**config.mk**
```make
export PLATFORM = sky130hd
export DESIGN_NAME = msrv32_pc_reg_block
export DESIGN_NICKNAME = d
export VERILOG_FILES = /design/src/rtl/msrv32_pc_reg_block.sv
export SDC_FILE = /design/constraint.sdc
export NUM_CORES = 1
export LEC_CHECK = 0
export ABC_AREA = 1
export ABC_CLOCK_PERIOD_IN_PS = 7600
export BUFFER_PORTS_ARGS = -buffer_cell sky130_fd_sc_hd__buf_2
export CORE_MARGIN = 10
export CORE_UTILIZATION = 55
export DETAILED_ROUTE_END_ITERATION = 6
export PLACE_DENSITY = 0.9
export RECOVER_POWER = 50
export SETUP_SLACK_MARGIN = 0.4
export SLEW_MARGIN = 10
export SYNTH_ARGS = -nofsm -noshare
export SYNTH_HDL_FRONTEND = slang
export SYNTH_SLANG_ARGS = --single-unit
```
**constraint.sdc**
```tcl
create_clock -name ms_riscv32_mp_clk_in -period 7.6 [get_ports ms_riscv32_mp_clk_in]
set_input_delay 2.28 -clock ms_riscv32_mp_clk_in [delete_from_list [all_inputs] [get_ports ms_riscv32_mp_clk_in]]
set_output_delay 2.28 -clock ms_riscv32_mp_clk_in [all_outputs]
set_load 0.1 [all_outputs]
```
**src/rtl/msrv32_pc_reg_block.sv**
```systemverilog
// Program-counter register for the msrv32 fetch stage with stall hold, flush bubble,
// misalignment flag, previous-PC tracking and a readable PC history ring.
module msrv32_pc_reg_block #(
    parameter int unsigned XLEN       = 32,
    parameter logic [XLEN-1:0] RESET_VEC = '0,
    parameter int unsigned ALIGN_BITS = 2,
    parameter int unsigned HIST_DEPTH = 4
) (
    input  logic                          ms_riscv32_mp_clk_in,
    input  logic                          ms_riscv32_mp_rst_in,
    input  logic [XLEN-1:0]               pc_mux_in,
    input  logic                          stall_in,
    input  logic                          flush_in,
    output logic [XLEN-1:0]               pc_out,
    output logic [XLEN-1:0]               pc_prev_out,
    output logic                          valid_out,
    output logic                          misaligned_out,
    input  logic [$clog2(HIST_DEPTH)-1:0] hist_rd_idx_in,
    output logic [XLEN-1:0]               hist_data_out,
    output logic [$clog2(HIST_DEPTH):0]   hist_count_out
);

    localparam int unsigned IDX_W = $clog2(HIST_DEPTH);
    localparam int unsigned CNT_W = IDX_W + 1;

    logic [XLEN-1:0]  hist_mem [HIST_DEPTH];
    logic [IDX_W-1:0] wr_ptr;
    logic [IDX_W-1:0] rd_ptr;
    logic             advance;
    logic             push;
    logic             mis_next;

    assign advance  = !flush_in && !stall_in;
    assign push     = advance && valid_out;
    assign mis_next = |pc_mux_in[ALIGN_BITS-1:0];

    // PC, previous PC, valid and misalignment flag
    always_ff @(posedge ms_riscv32_mp_clk_in) begin
        if (!ms_riscv32_mp_rst_in) begin
            pc_out         <= RESET_VEC;
            pc_prev_out    <= RESET_VEC;
            valid_out      <= 1'b0;
            misaligned_out <= 1'b0;
        end else if (flush_in) begin
            pc_out         <= pc_mux_in;
            valid_out      <= 1'b0;
            misaligned_out <= mis_next;
        end else if (!stall_in) begin
            pc_out         <= pc_mux_in;
            pc_prev_out    <= pc_out;
            valid_out      <= 1'b1;
            misaligned_out <= mis_next;
        end
    end

    // History ring: only real fetches leaving pc_out are recorded
    always_ff @(posedge ms_riscv32_mp_clk_in) begin
        if (!ms_riscv32_mp_rst_in) begin
            wr_ptr         <= '0;
            hist_count_out <= '0;
            for (int i = 0; i < int'(HIST_DEPTH); i++) begin
                hist_mem[i] <= '0;
            end
        end else if (push) begin
            hist_mem[wr_ptr] <= pc_out;
            wr_ptr           <= wr_ptr + IDX_W'(1);
            if (hist_count_out != CNT_W'(HIST_DEPTH)) begin
                hist_count_out <= hist_count_out + CNT_W'(1);
            end
        end
    end

    // Index 0 is the newest entry, i.e. the slot just behind the write pointer
    assign rd_ptr = wr_ptr - IDX_W'(1) - hist_rd_idx_in;

    always_comb begin
        hist_data_out = '0;
        if (CNT_W'(hist_rd_idx_in) < hist_count_out) begin
            hist_data_out = hist_mem[rd_ptr];
        end
    end

endmodule

```
# Word-level counts from Yosys, hierarchy flattened
# Memory sizes are Yosys's and may differ from the RTL's.
# Cells that the tools add are included.
[op_classes] n_eq_ne=2 shifts=0 mux=12 reduce_logical=9 div=0 n_addsub=4 magnitude_cmp=1 n_mul=0 bitwise_logic=3
[op_table] operator="$mux W32" n=4
[op_table] operator="$reduce_or A32 Y1" n=1
[op_table] operator="$mux W1" n=7
[op_table] operator="$reduce_and A2 Y1" n=2
[op_table] operator="$reduce_or A2 Y1" n=2
[op_table] operator="$add A3 B1 Y3 const B" n=1
[op_table] operator="$lt A2 B3 Y1" n=1
[op_table] operator="$ne A3 B3 Y1 const B" n=1
[op_table] operator="$not A1 Y1" n=3
[op_table] operator="$add A2 B1 Y2 const B" n=1
[op_table] operator="$logic_and A1 B1 Y1" n=2
[op_table] operator="$logic_not A1 Y1" n=2
[op_table] operator="$mux W2" n=1
[op_table] operator="$ne A2 B1 Y1 const B" n=1
[op_table] operator="$sub A2 B1 Y2 const B" n=1
[op_table] operator="$sub A2 B2 Y2" n=1
[word_totals] romBits=0 inputBits=38 register_bits=71 n_memories=1 output_inout_bits=101 elab_cells=38 latch_bits=0 mem_bits_rw=128
[memory_table] name="hist_mem" depth=4 width=32 rd=1 rd_clocked_by_memory_dff=0 write_ports=4 line_no="26" rtl="logic [XLEN-1:0] hist_mem [HIST_DEPTH];"

# Logic depth before layout (Yosys ltp)
# Gate-level depths: netlist of the first run.
[logic_depth] depth_word=8 depth_mapped=10 mapped_depth_nobuf=9

# Least setup slack after synthesis of the first run
# Ideal clock, no wire load.
[synth_path] path_type="in2out" start="input port hist_rd_idx_in[0]" end="output port hist_data_out[30]" stages=8 arrival_ns=4.551 required_time_ns=5.320 setup_slack_ns=0.769 n_path_buf=3 cell_sequence="inv_1 ha_1 buf_2 buf_4 buf_2 o21ai_0 nor2_1 nor2_1"
[synth_between] elab_chain_len=3 elab_cells_between_ends=4 classes_between="add/sub: 1; order compare: 1; mux: 1; memory: 1"
[synth_rtl] item="start, declared" line_no="18" rtl="input logic [$clog2(HIST_DEPTH)-1:0] hist_rd_idx_in,"
[synth_rtl] item="$sub A2 B2 Y2" line_no="74" rtl="assign rd_ptr = wr_ptr - IDX_W'(1) - hist_rd_idx_in;"
[synth_rtl] item="$mem_v2 Z4 W32"
[synth_rtl] item="$mux W32 (*)" line_no="78" rtl="if (CNT_W'(hist_rd_idx_in) < hist_count_out) begin"
[synth_rtl] item="end, declared" line_no="19" rtl="output logic [XLEN-1:0] hist_data_out,"
# Mark *: on every way between the ends. The rest lies on a longest branch, timed or not.

# Final worst setup path of the first run
[layout_path] start="input port hist_rd_idx_in[0]" end="output port hist_data_out[8]"
# The elaborated chain is that of the path after synthesis.

==> impl_metrics.tcl, run 1 <==
set metrics [dict create \
    status "finished, violations left" \
    violations "capacitance limit, slew limit" \
    crit_family "buffers and inverters" \
    hold_ws_ns 0.497 \
    total_power_w 0.00259 \
    chipHeight_um 145 \
    cp_num_buf_inv 4 \
    cap_violations 5 \
    io_pins 139 \
    antenna_cells 0 \
    place_area_um2 9420 \
    num_rows 45 \
    hp-class "register to register" \
    p_leak_nw 4.26 \
    cts_made_buffers 17 \
    num-nets-final 1123 \
    cts_tree "done" \
    grt_pass1_vias 6806 \
    drc 0 \
    critical_path_class "input pin to output port" \
    synth-async-reset-ratio 0 \
    tns_ns 0 \
    yosysWarnings 0 \
    synthAdderAreaFrac 0.00581 \
    overflow 0 \
    hold_buffers 0 \
    cts_setup_buffers 0 \
    yosysTopAreaCellShare 0.446 \
    max-vdd-ir-drop_v 0.000179 \
    die_x_um 145 \
    path_common_cell "buf_2" \
    synth_edf_count 128 \
    seq_area_frac_synth 0.611 \
    holdPathStages 2 \
    post-route-cell-area_um2 9900 \
    clkLatencyLatePin_ns 0.43 \
    htree_num_levels 4 \
    fin_ws_ns 0.812 \
    path_cells "buf_2 -> inv_1 -> ha_4 -> buf_4 -> o21ai_0 -> nand3_1 -> nand2_1 -> nor2_1 -> buf_2" \
    critPathSlowestCell "ha_4" \
    synth-xor-area-share 0 \
    power.density_nw_per_um2 262 \
    report.final.slew_viol_count 210 \
    dp_slack_ns 0.818 \
    synth_common_cells "nor2_1, nand2_1, inv_1" \
    ant_nets 0 \
    setup_viol_count_final 0 \
    synth-simple-area-share 0.177 \
    place.gp.congestion 0.823 \
    hold_violations 0 \
    synth_most_common_cell "nor2_1" \
    synth_area_leaders "edfxtp_1, dfxtp_1, nor2_1, o21ai_0, nand2_1" \
    cts_sinks 199 \
    port_buffers 138 \
    period_share 0.893 \
    start_util 0.565 \
    critical_path_arrival_ns 4.51 \
    cts.clk_slew.worst_paths_ns 0.07 \
    synth_top_flop_cell "edfxtp_1" \
    synth_area_per_cell_um2 8.87 \
    yosysTopAreaCell "edfxtp_1" \
    drt_wl_total_um 21400 \
    ys_types 23 \
    routed_via_density 5.27 \
    dr.first_iter.drc_count 609 \
    synthMuxAreaShare 0 \
    grt_max_degree 113 \
    cp.depth 9 \
    required_ns 5.32 \
    syn2layout_area_growth_pct 14.9 \
    cts-resized-gates 0 \
    drive_gt1_frac 0.102 \
    grt_pass1_wl_um 34500 \
    r2r_cells 4 \
    synth_top_family_by_area "simple AND/OR/NAND/NOR gates" \
    netlist_area_um2 8620 \
    cpPeakStageDelay_ns 0.91 \
    cts_root_buf "clkbuf_16" \
    critPathCaptureType "output port" \
    synth-compound-area-share 0.113 \
    syn_inst 972 \
    vias 6872 \
    clock_skew_ns 0.0120 \
    first_pass_iters 6 \
    worst_slew_pin_slew_ns 3.33 \
    design.core.area_um2 15300 \
    clk_path_buf_depth 2 \
    syn-num-nets 1014 \
    place_hpwl_um 13300 \
    dieArea_um2 21100 \
    min_period_ns 6.79 \
    wl_per_cell_um 16.4 \
    maxSlewHeadroom -1.23 \
    antenna_found_initial 0 \
    grt.total_usage 0.200 \
    critPathMaxFanout 112 \
    max_freq_mhz 147 \
    rsz0062_at_grt "false" \
    synth_seq_cells 199 \
    cp-start-kind "input pin" \
]
## cell usage in the layout, fill, tap and decap left out, types with 3 or more instances in the layout
cell type / instances
inv_1: 138
clkbuf_16: 21
ha_1: 3
buf_4: 7
buf_2: 67
dfxtp_1: 71
clkinv_2: 3
o21ai_0: 130
clkbuf_1: 74
nand2_1: 156
edfxtp_1: 128
nand3_1: 36
a21oi_1: 57
nor2_1: 185
## kinds of logic after synthesis
kind of cell               count (synthesis)
AOI/OAI and AO/OA                        192
adders and majority gates                  4
buffers and inverters                    196
DFF                                      199
and+or+nand+nor                          381
## layer usage
metal	wire length (um)	GRT usage	vias to the layer above
met3	1760	0.0568	55
li1	-	-	3338
met2	10100	0.319	310
met1	9070	0.251	3169
met5	0	0	-
met4	557	0.0834	0
## where the power goes
group	switching, W	internal (W)
Sequential	0.0000238	0.00120
Clock	0.000383	0.000549
Combinational	0.000373	0.0000633
Total	0.000780	0.00181
## area by class of cell
| class | count | area, um^2 |
|---|---|---|
| sequential | 199 | 5270 |
| clock buffer | 24 | 557 |
| clock inverter | 8 | 75.1 |
| inverter | 139 | 522 |
| tap | 211 | 264 |
| timing repair buffer | 147 | 662 |
| fill | 1212 | 5360 |
| multi-input combinational | 577 | 2560 |
## worst min-delay path: stages, from the launching register on
cell and delay [ns]:
dfxtp_1 0.32, nand2_1 0.06, a31oi_1 0.06
## metrics by stage
stage	utilization	std cells
floorplan	-	972
detailed placement	0.617	1273
CTS	0.659	1305
finish	0.649	1305
global route	0.649	1305
global placement	0.617	1273
## state kept, by name (all words and copies together) (netlist names)
register,flops
misaligned_out,1
valid_out,1
wr_ptr,2
pc_prev_out,32
pc_out,32
hist_count_out,3
hist_mem,128
## worst paths after layout
check / start / to / slack, ns
setup / recovery: hist_rd_idx_in[0] / hist_data_out[8] / 0.81
hold / removal: misaligned_out$_SDFFE_PN0P_ / misaligned_out$_SDFFE_PN0P_ / 0.50
setup reg to reg: wr_ptr[0]$_SDFFE_PN0P_ / hist_mem[1][13]$_SDFFCE_PN0P_ / 3.80
hold reg to reg: misaligned_out$_SDFFE_PN0P_ / misaligned_out$_SDFFE_PN0P_ / 0.50
No activity file was read; power rests on OpenSTA's default activity.
==> run 2: changes to the inputs <==
Settings changed: ABC_AREA 1 to not set, MAX_ROUTING_LAYER set to met4, PLACE_DENSITY 0.9 to 0.87.
==> run 2 against run 1 <==
  * The run still ends with capacitance limit, slew limit left
  * Synthesized cell count decreased by 30%
  * Flip-flop and latch count stayed put
  * Clock skew up 0.00095 ns
  * Non-clock buffer count shrank 1
  * Area after synthesis is 1.6% lower
  * Final cell count down 24%
  * Sequential power about the same
  * Routed wire length is 7.4% lower
  * Count of clock-buffer cells in the layout fell by 2
  * Register-to-register slack better by 0.50 ns
  * Worst hold slack got worse by 0.039 ns
  * Largest power group unchanged
  * Highest routed layer unchanged
==> impl_metrics.tcl, run 2 <==
set metrics [dict create \
    status "finished, violations left" \
    violations "capacitance limit, slew limit" \
    netlist_area_um2 8480 \
    p_sw_w 0.000659 \
    cts_setup_buffers 0 \
    antenna_cells 0 \
    synthAdderAreaFrac 0.00590 \
    worstHoldStart "pc_prev_out[5]$_SDFFE_PN0N_" \
    fin_ws_ns 0.942 \
    place_hpwl_um 12900 \
    yosysWarnings 0 \
    synth-compound-area-share 0.0435 \
    pwr-share-clk 0.349 \
    cts_made_buffers 17 \
    synth_top_flop_cell "edfxtp_1" \
    place.gp.congestion 0.788 \
    syn2layout_area_growth_pct 15.3 \
    largest_reg_flops 128 \
    synth-simple-area-share 0.199 \
    cts.clk_slew.worst_paths_ns 0.06 \
    reg_top3 "hist_mem (128), pc_out (32), pc_prev_out (32)" \
    first_pass_iters 6 \
    antenna_found_initial 0 \
    final_common_cell "nand2_1" \
    regMostFlops "hist_mem" \
    start_util 0.560 \
    tns_ns 0 \
    hold_buffers 0 \
    cts-resized-gates 0 \
    critPathCaptureType "output port" \
    port_buffers 138 \
    p_leak_nw 3.83 \
    grt_pass1_wl_um 31500 \
    synth-xor-area-share 0.00487 \
    io_pins 139 \
    dieArea_um2 20800 \
    setup_viol_count_final 0 \
    max-vdd-ir-drop_v 0.000180 \
    ys_types 33 \
    routed_via_density 5.47 \
    period_share 0.876 \
    combinationalPowerShare 0.138 \
    synthMuxAreaShare 0.0983 \
    critical_path_arrival_ns 4.38 \
    crit_path_start "hist_rd_idx_in[0]" \
    seq_area_frac_synth 0.621 \
    drc 0 \
    cts_tree "done" \
    htree_num_levels 4 \
    clk_path_buf_depth 2 \
    hp-class "register to register" \
    power.density_nw_per_um2 243 \
    syn_inst 678 \
    synth_edf_count 128 \
    synth_top_family_by_area "simple AND/OR/NAND/NOR gates" \
    min_period_ns 6.66 \
    multi_input_area_um2 3010 \
    overflow 0 \
    critPathMaxFanout 32 \
    num_rows 45 \
    max_freq_mhz 150 \
    fillers 1138 \
    wl_per_cell_um 19.9 \
    seqCellArea_um2 5270 \
    drt_wl_total_um 19800 \
    grt_pass1_vias 5770 \
    synth_area_leaders "edfxtp_1, dfxtp_1, and2_1, mux4_1, nand2_1" \
    chipHeight_um 144 \
    layout_common_cells "nand2_1, edfxtp_1, buf_2" \
    syn-num-nets 720 \
    dr.first_iter.drc_count 389 \
    num-nets-final 839 \
    dp_slack_ns 0.914 \
    die_x_um 144 \
    maxSlewHeadroom -0.842 \
    clock_skew_ns 0.0130 \
    yosysTopAreaCell "edfxtp_1" \
    synth_common_cells "nand2_1, and2_1, edfxtp_1" \
    regToRegStartpoint "wr_ptr[0]$_SDFFE_PN0P_" \
    seqPwrFrac 0.513 \
    synth-async-reset-ratio 0 \
    worst_slew_pin_slew_ns 2.76 \
    ant_nets 0 \
    yosysTopAreaCellShare 0.453 \
    clkLatencyLatePin_ns 0.44 \
    synth_seq_cells 199 \
    cts_sinks 199 \
    synth_most_common_cell "nand2_1" \
    design.core.area_um2 15100 \
    required_ns 5.32 \
    vias 5458 \
    drive_gt1_frac 0.178 \
    critical_path_class "input pin to output port" \
    internal-power_w 0.00171 \
    grt_max_degree 39 \
    report.final.slew_viol_count 222 \
    hold_violations 0 \
    rsz0062_at_grt "false" \
    synth_area_per_cell_um2 12.5 \
    cts_root_buf "clkbuf_16" \
    grt.total_usage 0.205 \
    cp-start-kind "input pin" \
    switching_share 0.278 \
    cap_violations 7 \
]
## run 2: cell count changes in the layout (fill, tap and decap cells not counted), moves of 25 or more
cell / before / now
nor2b_1: 0 / 33
mux4_1: 0 / 30
nand2_1: 156 / 131
inv_1: 138 / 6
o21ai_0: 130 / 2
buf_2: 67 / 101
and2_1: 0 / 81
nand3_1: 36 / 0
clkbuf_1: 74 / 44
and2_0: 0 / 48
nor2_1: 185 / 5
## run 2: through the flow
stage,instance area [um^2],util,hold slack [ns],cells,total power (W)
after floorplan,8480,-,0.597,678,0.00150
after global placement,9330,0.616,0.439,966,0.00156
after detailed placement,9330,0.616,0.446,966,0.00157
after CTS,9860,0.651,0.456,998,0.00239
after global routing,9780,0.645,0.471,998,0.00245
final,9780,0.645,0.458,998,0.00237
## run 2: cell families (layout without fill, tap and decap cells)
kind of cell | Yosys count | count (layout)
buf+inv | 52 | 184
xor+xnor | 3 | 3
simple gates | 316 | 316
mux | 32 | 32
flops | 199 | 199
fa+ha+maj | 4 | 4
compound gates | 72 | 72
## run 2: cell type report
cell class | count | area share
Clock inverter | 10 | 0.00832
Inverter | 6 | 0.00230
Timing Repair Buffer | 146 | 0.0722
Clock buffer | 22 | 0.0465
Tap cell | 188 | 0.0241
Sequential cell | 199 | 0.539
Multi-Input combinational cell | 427 | 0.308
## run 2: path summary, 6_finish.rpt
| path | end | slack (ns) | cells past startpoint |
|---|---|---|---|
| worst min register to register | pc_prev_out[5]$_SDFFE_PN0N_ | 0.46 | 2 |
| worst max-delay path | hist_data_out[20] | 0.94 | 7 |
| worst max register to register | hist_mem[1][0]$_SDFFCE_PN0P_ | 4.30 | 4 |
| worst min-delay path | pc_prev_out[5]$_SDFFE_PN0N_ | 0.46 | 2 |
## run 2: power groups by stage
stage	clock network [W]	registers (W)	logic, W
final	0.000828	0.00122	0.000327
after global routing	0.000889	0.00122	0.000343
after CTS	0.000840	0.00122	0.000333
after detailed placement	0	0.00124	0.000333
after global placement	0	0.00124	0.000328
after floorplan	0	0.00134	0.000152
## run 2: layer usage
layer / vias up / GRT usage / part of all wire
met3: 29 / 0.0499 / 0.061
li1: 2601 / - / -
met1: 2650 / 0.238 / 0.40
met5: - / - / 0
met2: 178 / 0.346 / 0.52
met4: 0 / 0.0649 / 0.019
## run 2: critical path, stage by stage
cell and delay (ns):
buf_2 0.09, inv_1 0.04, ha_2 0.17, xnor3_2 0.82, mux4_1 0.26, nor2b_1 0.22, buf_2 0.47
==> run 3: changes to the inputs <==
Settings changed: CORE_MARGIN 10 to 2.
==> run 3 against run 2 <==
  * The flow still finishes with violations (capacitance limit, slew limit)
  * Sequential power barely moved
  * Critical path depth unchanged
  * Total power up 1.2%
  * Critical path type unchanged
  * Largest cell class unchanged
  * Largest power group unchanged
  * Highest routed layer unchanged
==> impl_metrics.tcl, run 3 (synthesized netlist as in run 2, its figures left out) <==
set metrics [dict create \
    status "finished, violations left" \
    violations "capacitance limit, slew limit" \
    cts_tree "done" \
    report.final.slew_viol_count 188 \
    seqCellArea_um2 5270 \
    clkLatencyLatePin_ns 0.44 \
    wl_per_cell_um 19.5 \
    reg_top3 "hist_mem (128), pc_out (32), pc_prev_out (32)" \
    hold_violations 0 \
    place_hpwl_um 12100 \
    final_common_cell "nand2_1" \
    cts.clk_slew.worst_paths_ns 0.07 \
    cts_sinks 199 \
    cts_setup_buffers 0 \
    critical_path_arrival_ns 4.39 \
    route.met3.wl_um 1170 \
    ant_nets 0 \
    cts-resized-gates 0 \
    largest_reg_flops 128 \
    syn2layout_area_growth_pct 15.5 \
    grt_pass1_vias 5494 \
    required_ns 5.32 \
    dieArea_um2 16400 \
    maxSlewHeadroom -0.887 \
    r2r_slack_ns 4.31 \
    clk_path_buf_depth 2 \
    r2r_cells 4 \
    num-nets-final 839 \
    maxUsedRoutingLayer "met4" \
    dr.first_iter.drc_count 372 \
    design.core.area_um2 15100 \
    drc 0 \
    p_leak_nw 3.84 \
    holdPathStages 2 \
    htree_num_levels 4 \
    cp-start-kind "input pin" \
    cap_violations 5 \
    wl_met1_um 7970 \
    critical_path_class "input pin to output port" \
    grt_max_degree 54 \
    port_buffers 138 \
    cts_root_buf "clkbuf_16" \
    multi_input_area_um2 3010 \
    start_util 0.560 \
    first_pass_iters 5 \
    period_share 0.877 \
    grt.total_usage 0.258 \
    io_pins 139 \
    antenna_found_initial 0 \
    vias 5501 \
    critPathCaptureType "output port" \
    power.density_nw_per_um2 245 \
    hold_buffers 0 \
    fillers 1114 \
    setup_viol_count_final 0 \
    layout_common_cells "nand2_1, edfxtp_1, buf_2" \
    hp-class "register to register" \
    overflow 0 \
    place.gp.congestion 0.775 \
    clock_skew_ns 0.00970 \
    min_period_ns 6.67 \
    drive_gt1_frac 0.180 \
    max-vdd-ir-drop_v 0.000158 \
    critPathMaxFanout 17 \
    antenna_cells 0 \
    num_rows 45 \
    grt_pass1_wl_um 30500 \
    die_x_um 128 \
    max_freq_mhz 150 \
    drt_wl_total_um 19500 \
    tns_ns 0 \
    chipHeight_um 128 \
    wl_met2_um 9970 \
    routed_via_density 5.51 \
    worst_slew_pin_slew_ns 2.82 \
    rsz0062_at_grt "false" \
    regMostFlops "hist_mem" \
    cts_made_buffers 17 \
    hold_ws_ns 0.455 \
]
-- run 3: worst max-delay path, cell delays in order --
cell and delay, ns:
buf_2 0.10, inv_1 0.04, ha_2 0.66, buf_12 0.25, mux4_1 0.58, nor2b_1 0.16, buf_2 0.31
-- run 3: cell type report --
type,instances,area share
clock buffer,21,0.0450
clock inverter,11,0.0111
multi-input combinational,427,0.308
sequential,199,0.538
timing repair buffer,146,0.0723
tap,188,0.0240
inverter,6,0.00230
-- run 3: worst paths after layout --
kind,from,to
min,pc_prev_out[20]$_SDFFE_PN0N_,pc_prev_out[20]$_SDFFE_PN0N_
max reg2reg,valid_out$_SDFFE_PP0N_,hist_mem[0][9]$_SDFFCE_PN0P_
min reg2reg,pc_prev_out[20]$_SDFFE_PN0N_,pc_prev_out[20]$_SDFFE_PN0N_
max,hist_rd_idx_in[0],hist_data_out[26]
-- run 3: power by group --
part / switching [W] / total [W] / internal (W)
sequential: 0.0000303 / 0.00122 / 0.00119
clock: 0.000377 / 0.000857 / 0.000480
combinational: 0.000257 / 0.000327 / 0.0000697
-- run 3: stage by stage --
step | instance area (um^2) | std cells | worst slack (ns) | total power, W | utilization
after global placement | 9330 | 966 | 0.976 | 0.00156 | 0.616
after global routing | 9790 | 998 | 0.828 | 0.00247 | 0.647
after floorplan | 8480 | 678 | 0.695 | 0.00150 | -
final | 9790 | 998 | 0.932 | 0.00240 | 0.647
after CTS | 9880 | 998 | 0.902 | 0.00241 | 0.652
after detailed placement | 9330 | 966 | 0.923 | 0.00157 | 0.616
-- run 3: per-layer routing --
| metal | up-vias | global-route usage |
|---|---|---|
| met5 | - | - |
| met4 | 0 | 0.0827 |
| met3 | 30 | 0.0526 |
| met2 | 185 | 0.432 |
| met1 | 2684 | 0.317 |
| li1 | 2602 | - |
